File: src/rtl/grid_ascii_loader_if.sv
// Byte-in / grid-out bundle for grid_ascii_loader. The byte source and the grid consumer
// drive through the master modport; the loader takes the slave side.
interface grid_ascii_loader_if #(
  parameter int WIDTH = 16,
  parameter int DEPTH = 16
);
  localparam int RW = $clog2(DEPTH + 1);
  localparam int CW = $clog2(WIDTH + 1);
  localparam int NW = $clog2(WIDTH * DEPTH + 1);

  logic                     in_valid;
  logic                     in_ready;
  logic [7:0]               in_data;
  logic                     in_last;
  logic [WIDTH*DEPTH-1:0]   grid;
  logic [RW-1:0]            rows;
  logic [CW-1:0]            cols;
  logic [NW-1:0]            rolls;
  logic                     grid_valid;
  logic                     grid_ack;
  logic                     err;
  logic [1:0]               err_code;

  modport master (
    output in_valid, in_data, in_last, grid_ack,
    input  in_ready, grid, rows, cols, rolls, grid_valid, err, err_code
  );

  modport slave (
    input  in_valid, in_data, in_last, grid_ack,
    output in_ready, grid, rows, cols, rolls, grid_valid, err, err_code
  );
endinterface

File: src/rtl/grid_ascii_loader.sv
// Parses an ASCII puzzle ('@' roll, '.' empty, '\n' row end) into a flattened bit matrix,
// checks the grid shape and holds the finished grid until the consumer acknowledges it.
module grid_ascii_loader #(
  parameter int WIDTH = 16,
  parameter int DEPTH = 16
) (
  input logic              clk,
  input logic              rst_n,
  grid_ascii_loader_if.slave bus
);
  localparam int RW = $clog2(DEPTH + 1);
  localparam int CW = $clog2(WIDTH + 1);
  localparam int NW = $clog2(WIDTH * DEPTH + 1);
  localparam int GW = WIDTH * DEPTH;
  localparam int IW = (GW > 1) ? $clog2(GW) : 1;

  localparam logic [1:0] S_FILL = 2'd0;
  localparam logic [1:0] S_DONE = 2'd1;
  localparam logic [1:0] S_ERR  = 2'd2;

  localparam logic [7:0] CH_ROLL  = 8'h40;
  localparam logic [7:0] CH_EMPTY = 8'h2E;
  localparam logic [7:0] CH_LF    = 8'h0A;
  localparam logic [7:0] CH_CR    = 8'h0D;

  localparam logic [CW-1:0] WIDTH_C = CW'(WIDTH);
  localparam logic [RW-1:0] DEPTH_C = RW'(DEPTH);

  logic [1:0]    state_q,    state_d;
  logic [GW-1:0] grid_q,     grid_d;
  logic [RW-1:0] rows_q,     rows_d;
  logic [CW-1:0] cols_q,     cols_d;
  logic [NW-1:0] rolls_q,    rolls_d;
  logic [CW-1:0] col_cnt_q,  col_cnt_d;
  logic [1:0]    err_code_q, err_code_d;
  // Set when the byte that raised the error also ended the frame: nothing left to drain.
  logic          err_exit_q, err_exit_d;

  logic          in_ready;
  logic          fire;
  logic          is_cell;
  logic          is_lf;
  logic          err_hit;
  logic          done_hit;
  logic          close_row;
  logic          clear_all;
  logic [1:0]    code;
  logic [IW-1:0] cell_idx;

  assign in_ready = (state_q == S_FILL) || (state_q == S_ERR);
  assign fire     = bus.in_valid && in_ready;
  assign is_cell  = (bus.in_data == CH_ROLL) || (bus.in_data == CH_EMPTY);
  assign is_lf    = (bus.in_data == CH_LF);
  assign cell_idx = IW'(int'(rows_q) * WIDTH + int'(col_cnt_q));

  always_comb begin : next_state
    // NOTE: every _d and temporary takes a default first, so no path through this block infers a latch.
    state_d    = state_q;
    grid_d     = grid_q;
    rows_d     = rows_q;
    cols_d     = cols_q;
    rolls_d    = rolls_q;
    col_cnt_d  = col_cnt_q;
    err_code_d = err_code_q;
    err_exit_d = err_exit_q;
    err_hit    = 1'b0;
    done_hit   = 1'b0;
    close_row  = 1'b0;
    clear_all  = 1'b0;
    code       = 2'd0;

    case (state_q)
      S_FILL: begin
        if (fire) begin
          if (is_cell) begin
            if (col_cnt_q == WIDTH_C || rows_q == DEPTH_C) begin
              err_hit = 1'b1;
              code    = 2'd1;
            end else begin
              grid_d[cell_idx] = (bus.in_data == CH_ROLL);
              col_cnt_d        = col_cnt_q + CW'(1);
              if (bus.in_data == CH_ROLL) rolls_d = rolls_q + NW'(1);
            end
          end else if (is_lf) begin
            if (col_cnt_q == '0 && rows_q != '0) done_hit = 1'b1;
          end else if (bus.in_data != CH_CR) begin
            err_hit = 1'b1;
            code    = 2'd0;
          end

          // A row closes on '\n', or on the frame's last byte if it left a partial row open.
          close_row = !err_hit && (col_cnt_d != '0) && (is_lf || bus.in_last);
          if (close_row) begin
            if (rows_q != '0 && col_cnt_d != cols_q) begin
              err_hit = 1'b1;
              code    = 2'd2;
            end else begin
              if (rows_q == '0) cols_d = col_cnt_d;
              rows_d    = rows_q + RW'(1);
              col_cnt_d = '0;
            end
          end

          if (err_hit) begin
            state_d    = S_ERR;
            err_code_d = code;
            err_exit_d = bus.in_last;
          end else if (done_hit || bus.in_last) begin
            if (rows_d == '0) begin
              state_d    = S_ERR;
              err_code_d = 2'd3;
              err_exit_d = 1'b1;
            end else begin
              state_d = S_DONE;
            end
          end
        end
      end
      S_DONE:  if (bus.grid_ack) clear_all = 1'b1;
      S_ERR:   if (err_exit_q || (fire && bus.in_last)) clear_all = 1'b1;
      default: clear_all = 1'b1;
    endcase

    if (clear_all) begin
      state_d    = S_FILL;
      grid_d     = '0;
      rows_d     = '0;
      cols_d     = '0;
      rolls_d    = '0;
      col_cnt_d  = '0;
      err_code_d = 2'd0;
      err_exit_d = 1'b0;
    end
  end

  // NOTE: the grid is a flop vector read in parallel by the evaluators, not a RAM, so it takes reset like any other state.
  always_ff @(posedge clk or negedge rst_n) begin
    if (!rst_n) begin
      state_q    <= S_FILL;
      grid_q     <= '0;
      rows_q     <= '0;
      cols_q     <= '0;
      rolls_q    <= '0;
      col_cnt_q  <= '0;
      err_code_q <= 2'd0;
      err_exit_q <= 1'b0;
    end else begin
      // NOTE: non-blocking so every register samples the pre-edge values of the others.
      state_q    <= state_d;
      grid_q     <= grid_d;
      rows_q     <= rows_d;
      cols_q     <= cols_d;
      rolls_q    <= rolls_d;
      col_cnt_q  <= col_cnt_d;
      err_code_q <= err_code_d;
      err_exit_q <= err_exit_d;
    end
  end

  assign bus.in_ready   = in_ready;
  assign bus.grid       = grid_q;
  assign bus.rows       = rows_q;
  assign bus.cols       = cols_q;
  assign bus.rolls      = rolls_q;
  assign bus.grid_valid = (state_q == S_DONE);
  assign bus.err        = (state_q == S_ERR);
  assign bus.err_code   = err_code_q;
endmodule

File: src/flat_wrapper.sv
// flat-port wrapper written by rule: the top's interface ports become plain ports
module grid_ascii_loader_flat 
#(
  parameter int WIDTH = 16,
  parameter int DEPTH = 16
)
  (clk, rst_n, bus_in_valid, bus_in_data, bus_in_last, bus_grid_ack, bus_in_ready, bus_grid, bus_rows, bus_cols, bus_rolls, bus_grid_valid, bus_err, bus_err_code);
  grid_ascii_loader_if #(.WIDTH(WIDTH), .DEPTH(DEPTH)) bus_i ();
  input logic clk;
  input logic rst_n;
  input wire logic [$bits(bus_i.in_valid)-1:0] bus_in_valid;
  input wire logic [$bits(bus_i.in_data)-1:0] bus_in_data;
  input wire logic [$bits(bus_i.in_last)-1:0] bus_in_last;
  input wire logic [$bits(bus_i.grid_ack)-1:0] bus_grid_ack;
  output wire logic [$bits(bus_i.in_ready)-1:0] bus_in_ready;
  output wire logic [$bits(bus_i.grid)-1:0] bus_grid;
  output wire logic [$bits(bus_i.rows)-1:0] bus_rows;
  output wire logic [$bits(bus_i.cols)-1:0] bus_cols;
  output wire logic [$bits(bus_i.rolls)-1:0] bus_rolls;
  output wire logic [$bits(bus_i.grid_valid)-1:0] bus_grid_valid;
  output wire logic [$bits(bus_i.err)-1:0] bus_err;
  output wire logic [$bits(bus_i.err_code)-1:0] bus_err_code;
  assign bus_i.in_valid = bus_in_valid;
  assign bus_i.in_data = bus_in_data;
  assign bus_i.in_last = bus_in_last;
  assign bus_i.grid_ack = bus_grid_ack;
  assign bus_in_ready = bus_i.in_ready;
  assign bus_grid = bus_i.grid;
  assign bus_rows = bus_i.rows;
  assign bus_cols = bus_i.cols;
  assign bus_rolls = bus_i.rolls;
  assign bus_grid_valid = bus_i.grid_valid;
  assign bus_err = bus_i.err;
  assign bus_err_code = bus_i.err_code;
  grid_ascii_loader #(.WIDTH(WIDTH), .DEPTH(DEPTH)) u_core (.clk(clk), .rst_n(rst_n), .bus(bus_i));
endmodule
File: config.mk
export PLATFORM = sky130hd
export DESIGN_NAME = grid_ascii_loader_flat
export DESIGN_NICKNAME = d
export VERILOG_FILES = /design/src/rtl/grid_ascii_loader_if.sv /design/src/rtl/grid_ascii_loader.sv /design/src/flat_wrapper.sv
export SDC_FILE = /design/constraint.sdc
export NUM_CORES = 1
export LEC_CHECK = 0
export BUFFER_PORTS_ARGS = -buffer_cell sky130_fd_sc_hd__buf_2
export CAP_MARGIN = 40
export CORE_MARGIN = 4
export CORE_UTILIZATION = 45
export DETAILED_ROUTE_END_ITERATION = 8
export PLACE_DENSITY_LB_ADDON = 0.25
export SLEW_MARGIN = 5
export SYNTH_ARGS = -nofsm -noshare
export SYNTH_HDL_FRONTEND = slang
export SYNTH_SLANG_ARGS = --single-unit
File: constraint.sdc
create_clock -name clk -period 5.3 [get_ports clk]
set_clock_uncertainty 0.2 [all_clocks]
set_input_delay 1.06 -clock clk [delete_from_list [all_inputs] [get_ports clk]]
set_output_delay 1.06 -clock clk [all_outputs]
set_load 0.05 [all_outputs]
# ---- Word level (Yosys, flattened, before mapping)
# Cells that the tools add are included.
dict set report word_totals {
  reg_bits 285
  word_cells 135
}
dict set report op_classes {
  addsub 4
  order_cmp 2
  eq_ne 11
  muxes 76
  reduce_logical 34
}
# op count
set ops {}
lappend ops {{256-bit two-way mux} 5}
lappend ops {{256-bit bitwise mux} 1}
lappend ops {{5-bit two-way mux} 22}
lappend ops {{9-bit two-way mux} 6}
lappend ops {{2-bit two-way mux} 14}
lappend ops {{1-bit two-way mux} 26}
lappend ops {{5-bit zero test} 3}
lappend ops {{2-bit nonzero test} 6}
lappend ops {{5-bit by 1-bit adder with 5-bit output (second input constant)} 2}
lappend ops {{5-bit equality test (second input constant)} 2}
lappend ops {{5-bit AND reduction} 2}
lappend ops {{5-bit nonzero test} 2}
lappend ops {{9-bit by 1-bit adder with 9-bit output (second input constant)} 1}
lappend ops {{8-bit by 9-bit less-than comparator with 1-bit output (second input constant)} 1}
lappend ops {{8-bit by 5-bit adder with 8-bit output} 1}
lappend ops {{1-bit demux with 8-bit select} 1}
lappend ops {{8-bit by 4-bit equality test with 1-bit output (second input constant)} 1}
lappend ops {{8-bit by 6-bit equality test with 1-bit output (second input constant)} 1}
lappend ops {{8-bit by 7-bit equality test with 1-bit output (second input constant)} 1}
lappend ops {{8-bit by 1-bit greater-or-equal comparator with 1-bit output (second input constant)} 1}
lappend ops {{8-bit by 4-bit != test with 1-bit output (second input constant)} 1}
lappend ops {{4-bit AND reduction} 2}
lappend ops {{1-bit logical AND} 7}
lappend ops {{1-bit logical OR} 6}
lappend ops {{other kinds (10)} 12}

# ---- Depth between registers and ports, before layout
dict set report depth {
  ltp_word 19
  depth_mapped 13
}

# ---- Least setup slack after synthesis
# Ideal clock, no wire load.
dict set report synth_timing {
  kind {input to register}
  start {in bus_in_data[4]}
  end {reg u_core.state_q[0]}
  setup_time_ps 121
  arrival_ps 2838
  required_time_ps 4979
  setup_slack_ps 2142
  path_stages 8
  n_path_buf 0
  cell_sequence {nor4b_4 nand4_2 a21oi_4 a32o_2 a31oi_2 or4_1 a21boi_0 a22o_1}
}
dict set report synth_via {
  elab_chain_len 19
}
# item line
set synth_rtl {}
lappend synth_rtl {{start, declared} flat_wrapper.sv:12} ;# input wire logic [$bits(bus_i.in_data)-1:0] bus_in_data;
lappend synth_rtl {{parallel branches: the longest is 19 deep, another holds 8-bit by 7-bit equality test with 1-bit output} --}
lappend synth_rtl {{end signal, assigned} grid_ascii_loader.sv:149} ;# state_q <= state_d;
lappend synth_rtl {{end, declared} grid_ascii_loader.sv:29} ;# logic [1:0] state_q, state_d;
# Parallel ways; which one is timed is not known. The select of a mux whose other input is x is not followed.
# A chain may end at the register's enable or synchronous reset.

# ---- Worst setup path after layout
dict set report layout_timing {
  start {reg u_core.col_cnt_q[0]}
  end {reg u_core.grid_q[153], in the netlist u_core.bus.grid[153]}
}
dict set report layout_via {
  elab_chain_len 11
}
# item line
set layout_rtl {}
lappend layout_rtl {{start, declared} grid_ascii_loader.sv:34} ;# logic [CW-1:0] col_cnt_q, col_cnt_d;
lappend layout_rtl {{start signal, assigned} grid_ascii_loader.sv:154} ;# col_cnt_q <= col_cnt_d;
lappend layout_rtl {{8-bit by 5-bit adder with 8-bit output} grid_ascii_loader.sv:54} ;# assign cell_idx = IW'(int'(rows_q) * WIDTH + int'(col_cnt_q));
lappend layout_rtl {{8-bit by 9-bit less-than comparator with 1-bit output (implied by the code) or 8-bit by 1-bit greater-or-equal comparator with 1-bit output (tied branches)} grid_ascii_loader.sv:80} ;# grid_d[cell_idx] = (bus.in_data == CH_ROLL);
lappend layout_rtl {{1-bit logical AND (implied by the code)} grid_ascii_loader.sv:80}
lappend layout_rtl {{1-bit two-way mux (implied by the code)} grid_ascii_loader.sv:80}
lappend layout_rtl {{1-bit demux with 8-bit select} --}
lappend layout_rtl {{256-bit bitwise mux} grid_ascii_loader.sv:80}
lappend layout_rtl {{256-bit two-way mux} grid_ascii_loader.sv:76} ;# if (col_cnt_q == WIDTH_C || rows_q == DEPTH_C) begin
lappend layout_rtl {{256-bit two-way mux} grid_ascii_loader.sv:75} ;# if (is_cell) begin
lappend layout_rtl {{256-bit two-way mux} grid_ascii_loader.sv:74} ;# if (fire) begin
lappend layout_rtl {{256-bit two-way mux} grid_ascii_loader.sv:72} ;# case (state_q)
lappend layout_rtl {{256-bit two-way mux} grid_ascii_loader.sv:124} ;# if (clear_all) begin
lappend layout_rtl {{end signal, assigned} grid_ascii_loader.sv:150} ;# grid_q <= grid_d;
lappend layout_rtl {{end, declared} grid_ascii_loader.sv:30} ;# logic [GW-1:0] grid_q, grid_d;
# Parallel ways exist; a longest one is shown, timed or not. The select of a mux whose other input is x is not followed.

==> metrics.csv <==
stage,metric,value,unit
status,outcome,"complete, no violations",
synthesis,Synth async-reset ratio,100,%
clocking,latest clock arrival within the worst-skew pair,550,ps
global_routing,number of global-route vias before repair,10500,
synthesis,post-synthesis sequential area ratio,57.4,%
pwr,leakage power total,7.38,nW
worst_hold_path,HP Class,flip-flop to flip-flop,
clocking,post_cts resized,0,
sta,actual slew at the worst max-slew pin,1310,ps
clocking,Max clock buf depth,3,
sta,max frequency,262,MHz
synthesis,Netlist cell types,57,
synthesis,"Cell Area, Synth",12400,um^2
layout,# diodes,0,
route,per-cell routed wire length,24.2,um
clocking,Root Buffer,clkbuf_16,
die,Die Wd,174,um
die,# IOs,293,
layout,fillers,2405,
clocking,CTS buffer count,29,
layout,"Core Util, Final",56.7,%
clocking,H-tree levels,1,
synthesis,synthesized instance count,1190,
synthesis,Yosys reg bits,285,
worst_hold_path,HP Start,u_core.bus.grid[175],
global_routing,total global-route track usage,27.7,%
global_routing,largest net degree at the start of global routing,259,
sta,RSZ-0062 raised after global routing,no,
global_routing,"Remaining Overflow, GRT",0,
layout,Syn-to-layout area delta,23.3,%
flow_run,max cap viols,0,
sta,Max Slew Vio Count,0,
global_routing,first-pass GRT wire length,66.4,mm
sta,final setup fails,0,
placed_design,IO buf count,292,
route,post-route antenna net violation count,0,
layout,nets@finish,1443,
layout,share of layout cells above drive strength 1,26.7,%
sta,fin crit share,71.9,%
die,Die H,174,um
critical_path,crit-path max cell delay,900,ps
placed_design,RePlAce Congestion,0.874,
clocking,clock sink total,285,
critical_path,crit-path max FO,16,
critical_path,R2R Path Start,u_core.col_cnt_q[0],
clocking,hold buffers post-CTS,0,
placed_design,Placed Instance Area,14400,um^2
clocking,CTS tree,done,
placed_design,Final HPWL DP,28.9,mm
layout,Multi-input gate area,4770,um^2
route,Via density,6.17,
die,area of the core,27000,um^2
clocking,clock-pin transition on the worst setup and hold timing paths,70,ps
pwr,Power Density,310,nW/um^2
synthesis,number of synthesized flops with an enable pin,0,
layout,"commonest cells after routing, fill and taps aside","buf_2, dfrtp_1, o21ai_0",
sta,min Tclk post-route,3810,ps
die,cell row count,60,
critical_path,worst path required time,5530,ps
synthesis,synth warn,0,
global_routing,initial antenna violation count,0,
critical_path,WS Path Type,flip-flop to flip-flop,
critical_path,Startpoint Class,flip-flop,
sta,slew margin rel.,12.5,%
synthesis,most common flop cell mapped by yosys,dfrtp_1,
route,# DRC,0,
route,vias post-DR,11000,
route,DRT Wirelength,43.1,mm
die,die area,30300,um^2
layout,"most common cell after layout, fill and taps aside",buf_2,
pwr,VDD IR max,344,uV
route,1st-iter DRT viols,1260,
critical_path,Worst EP arrival,4050,ps
synthesis,"Avg Cell Area, Syn",10.4,um^2
layout,Finished Cell Area,15300,um^2
critical_path,Worst Setup End Kind,flip-flop,
sta,Final Hold Viols,0,
critical_path,crit path from,u_core.col_cnt_q[0],
layout,register area,7130,um^2
sta,setup TNS,0,ps
die,initial cell density of the core,46.0,%
route,drt first pass iters,6,
clocking,# Post-CTS Setup Buffers,0,
critical_path,crit-path cells,"inv_1, ha_1, a31o_2, nor3_2, nand3_1, o21ai_0",
critical_path,CP max stage cell,nand3_1,
synthesis,syn_nets,1212,
## per-layer routing
metal  part of all wire [%]  routed length (um)  track usage, %
met3                    9.2                3950            6.87
met5                      0                   0               0
met4                    3.3                1420            8.25
met1                     42               18100            38.9
met2                     45               19600            43.1
## kinds of logic (layout without fill, tap and decap cells)
kind of cell    after synthesis  count (layout)  synth area share [%]
xor+xnor                     18              18                  1.27
simple gates                158             158                  6.49
fa+ha+maj                     9               9                 0.907
flops                       285             285                  57.4
buf+inv                     139             389                  4.28
compound gates              579             579                  29.5
mux                           2               2                 0.161
## synthesized netlist by cell type (all sizes together), types with 2 or more instances
| cell type | number | area share, % |
|---|---|---|
| o41ai | 2 | 0.20 |
| nand3b | 2 | 0.12 |
| buf | 7 | 0.28 |
| mux2i | 2 | 0.16 |
| and2 | 3 | 0.15 |
| nand3 | 31 | 1.2 |
| o211ai | 256 | 15 |
| o31ai | 4 | 0.24 |
| ha | 9 | 0.91 |
| nand2 | 47 | 1.4 |
| dfrtp | 285 | 57 |
| xnor2 | 8 | 0.56 |
| inv | 9 | 0.27 |
| a22o | 2 | 0.14 |
| and3 | 10 | 0.50 |
| nor3 | 4 | 0.20 |
| o21ai | 277 | 11 |
| a21oi | 15 | 0.70 |
| nor2b | 6 | 0.30 |
| nor4b | 2 | 0.26 |
| a211oi | 6 | 0.36 |
| nand4 | 8 | 0.45 |
| nor2 | 30 | 0.93 |
| xor2 | 10 | 0.71 |
| o22ai | 3 | 0.20 |
| a32o | 2 | 0.17 |
| or4 | 2 | 0.12 |
| a31oi | 2 | 0.15 |
| clkbuf | 123 | 3.7 |
| or3 | 7 | 0.35 |
## sequential cells by signal (all words and copies together), names as in the netlist
register / flops
u_core.bus.cols: 5
u_core.bus.grid: 256
u_core.col_cnt_q: 5
u_core.bus.rows: 5
u_core.bus.err_code: 2
u_core.err_exit_q: 1
u_core.state_q: 2
u_core.bus.rolls: 9
## critical path, delay by kind of cell, from the launching register on
family | cells | cell delay [ps]
buffers and inverters | 1 | 170
adders and majority gates | 1 | 370
and+or+nand+nor | 2 | 1670
AOI/OAI and AO/OA | 2 | 730
DFF | 1 | 540
## metrics by stage
stage | total power, W | instances | setup slack [ps] | hold slack (ps)
final | 0.00475 | 1781 | 1490 | 314
after global routing | 0.00493 | 1781 | 1210 | 345
after CTS | 0.00477 | 1781 | 1600 | 319
after detailed placement | 0.00284 | 1731 | 1280 | 305
after global placement | 0.00284 | 1706 | 1290 | 302
after floorplan | 0.00266 | 1190 | 2140 | 297
## power by group
group	internal, W	leakage, nW	switching [W]
Sequential	0.00219	3.98	0.0000127
Combinational	0.0000908	2.96	0.000509
Clock	0.00110	0.440	0.000845
## worst paths after layout
path / endpoint / slack (ps) / depth (start not counted)
hold reg to reg: u_core.bus.grid[175] / 310 / 2
hold / removal: u_core.bus.grid[175] / 310 / 2
setup reg to reg: u_core.bus.grid[153] / 1490 / 6
max in group asynchronous: u_core.bus.grid[14] / 3500 / 2
min in group asynchronous: u_core.bus.grid[215] / 340 / 1
setup / recovery: u_core.bus.grid[153] / 1490 / 6
## layout make-up
class | instances | share of cell area [%]
flip-flops and latches | 285 | 46.6
multi-input cells | 766 | 31.1
repair buffers | 330 | 13.5
clock buffers | 43 | 5.54
well taps | 341 | 2.79
clock inverters | 7 | 0.270
inverters | 9 | 0.221
Power figures use the tool's default switching activity.
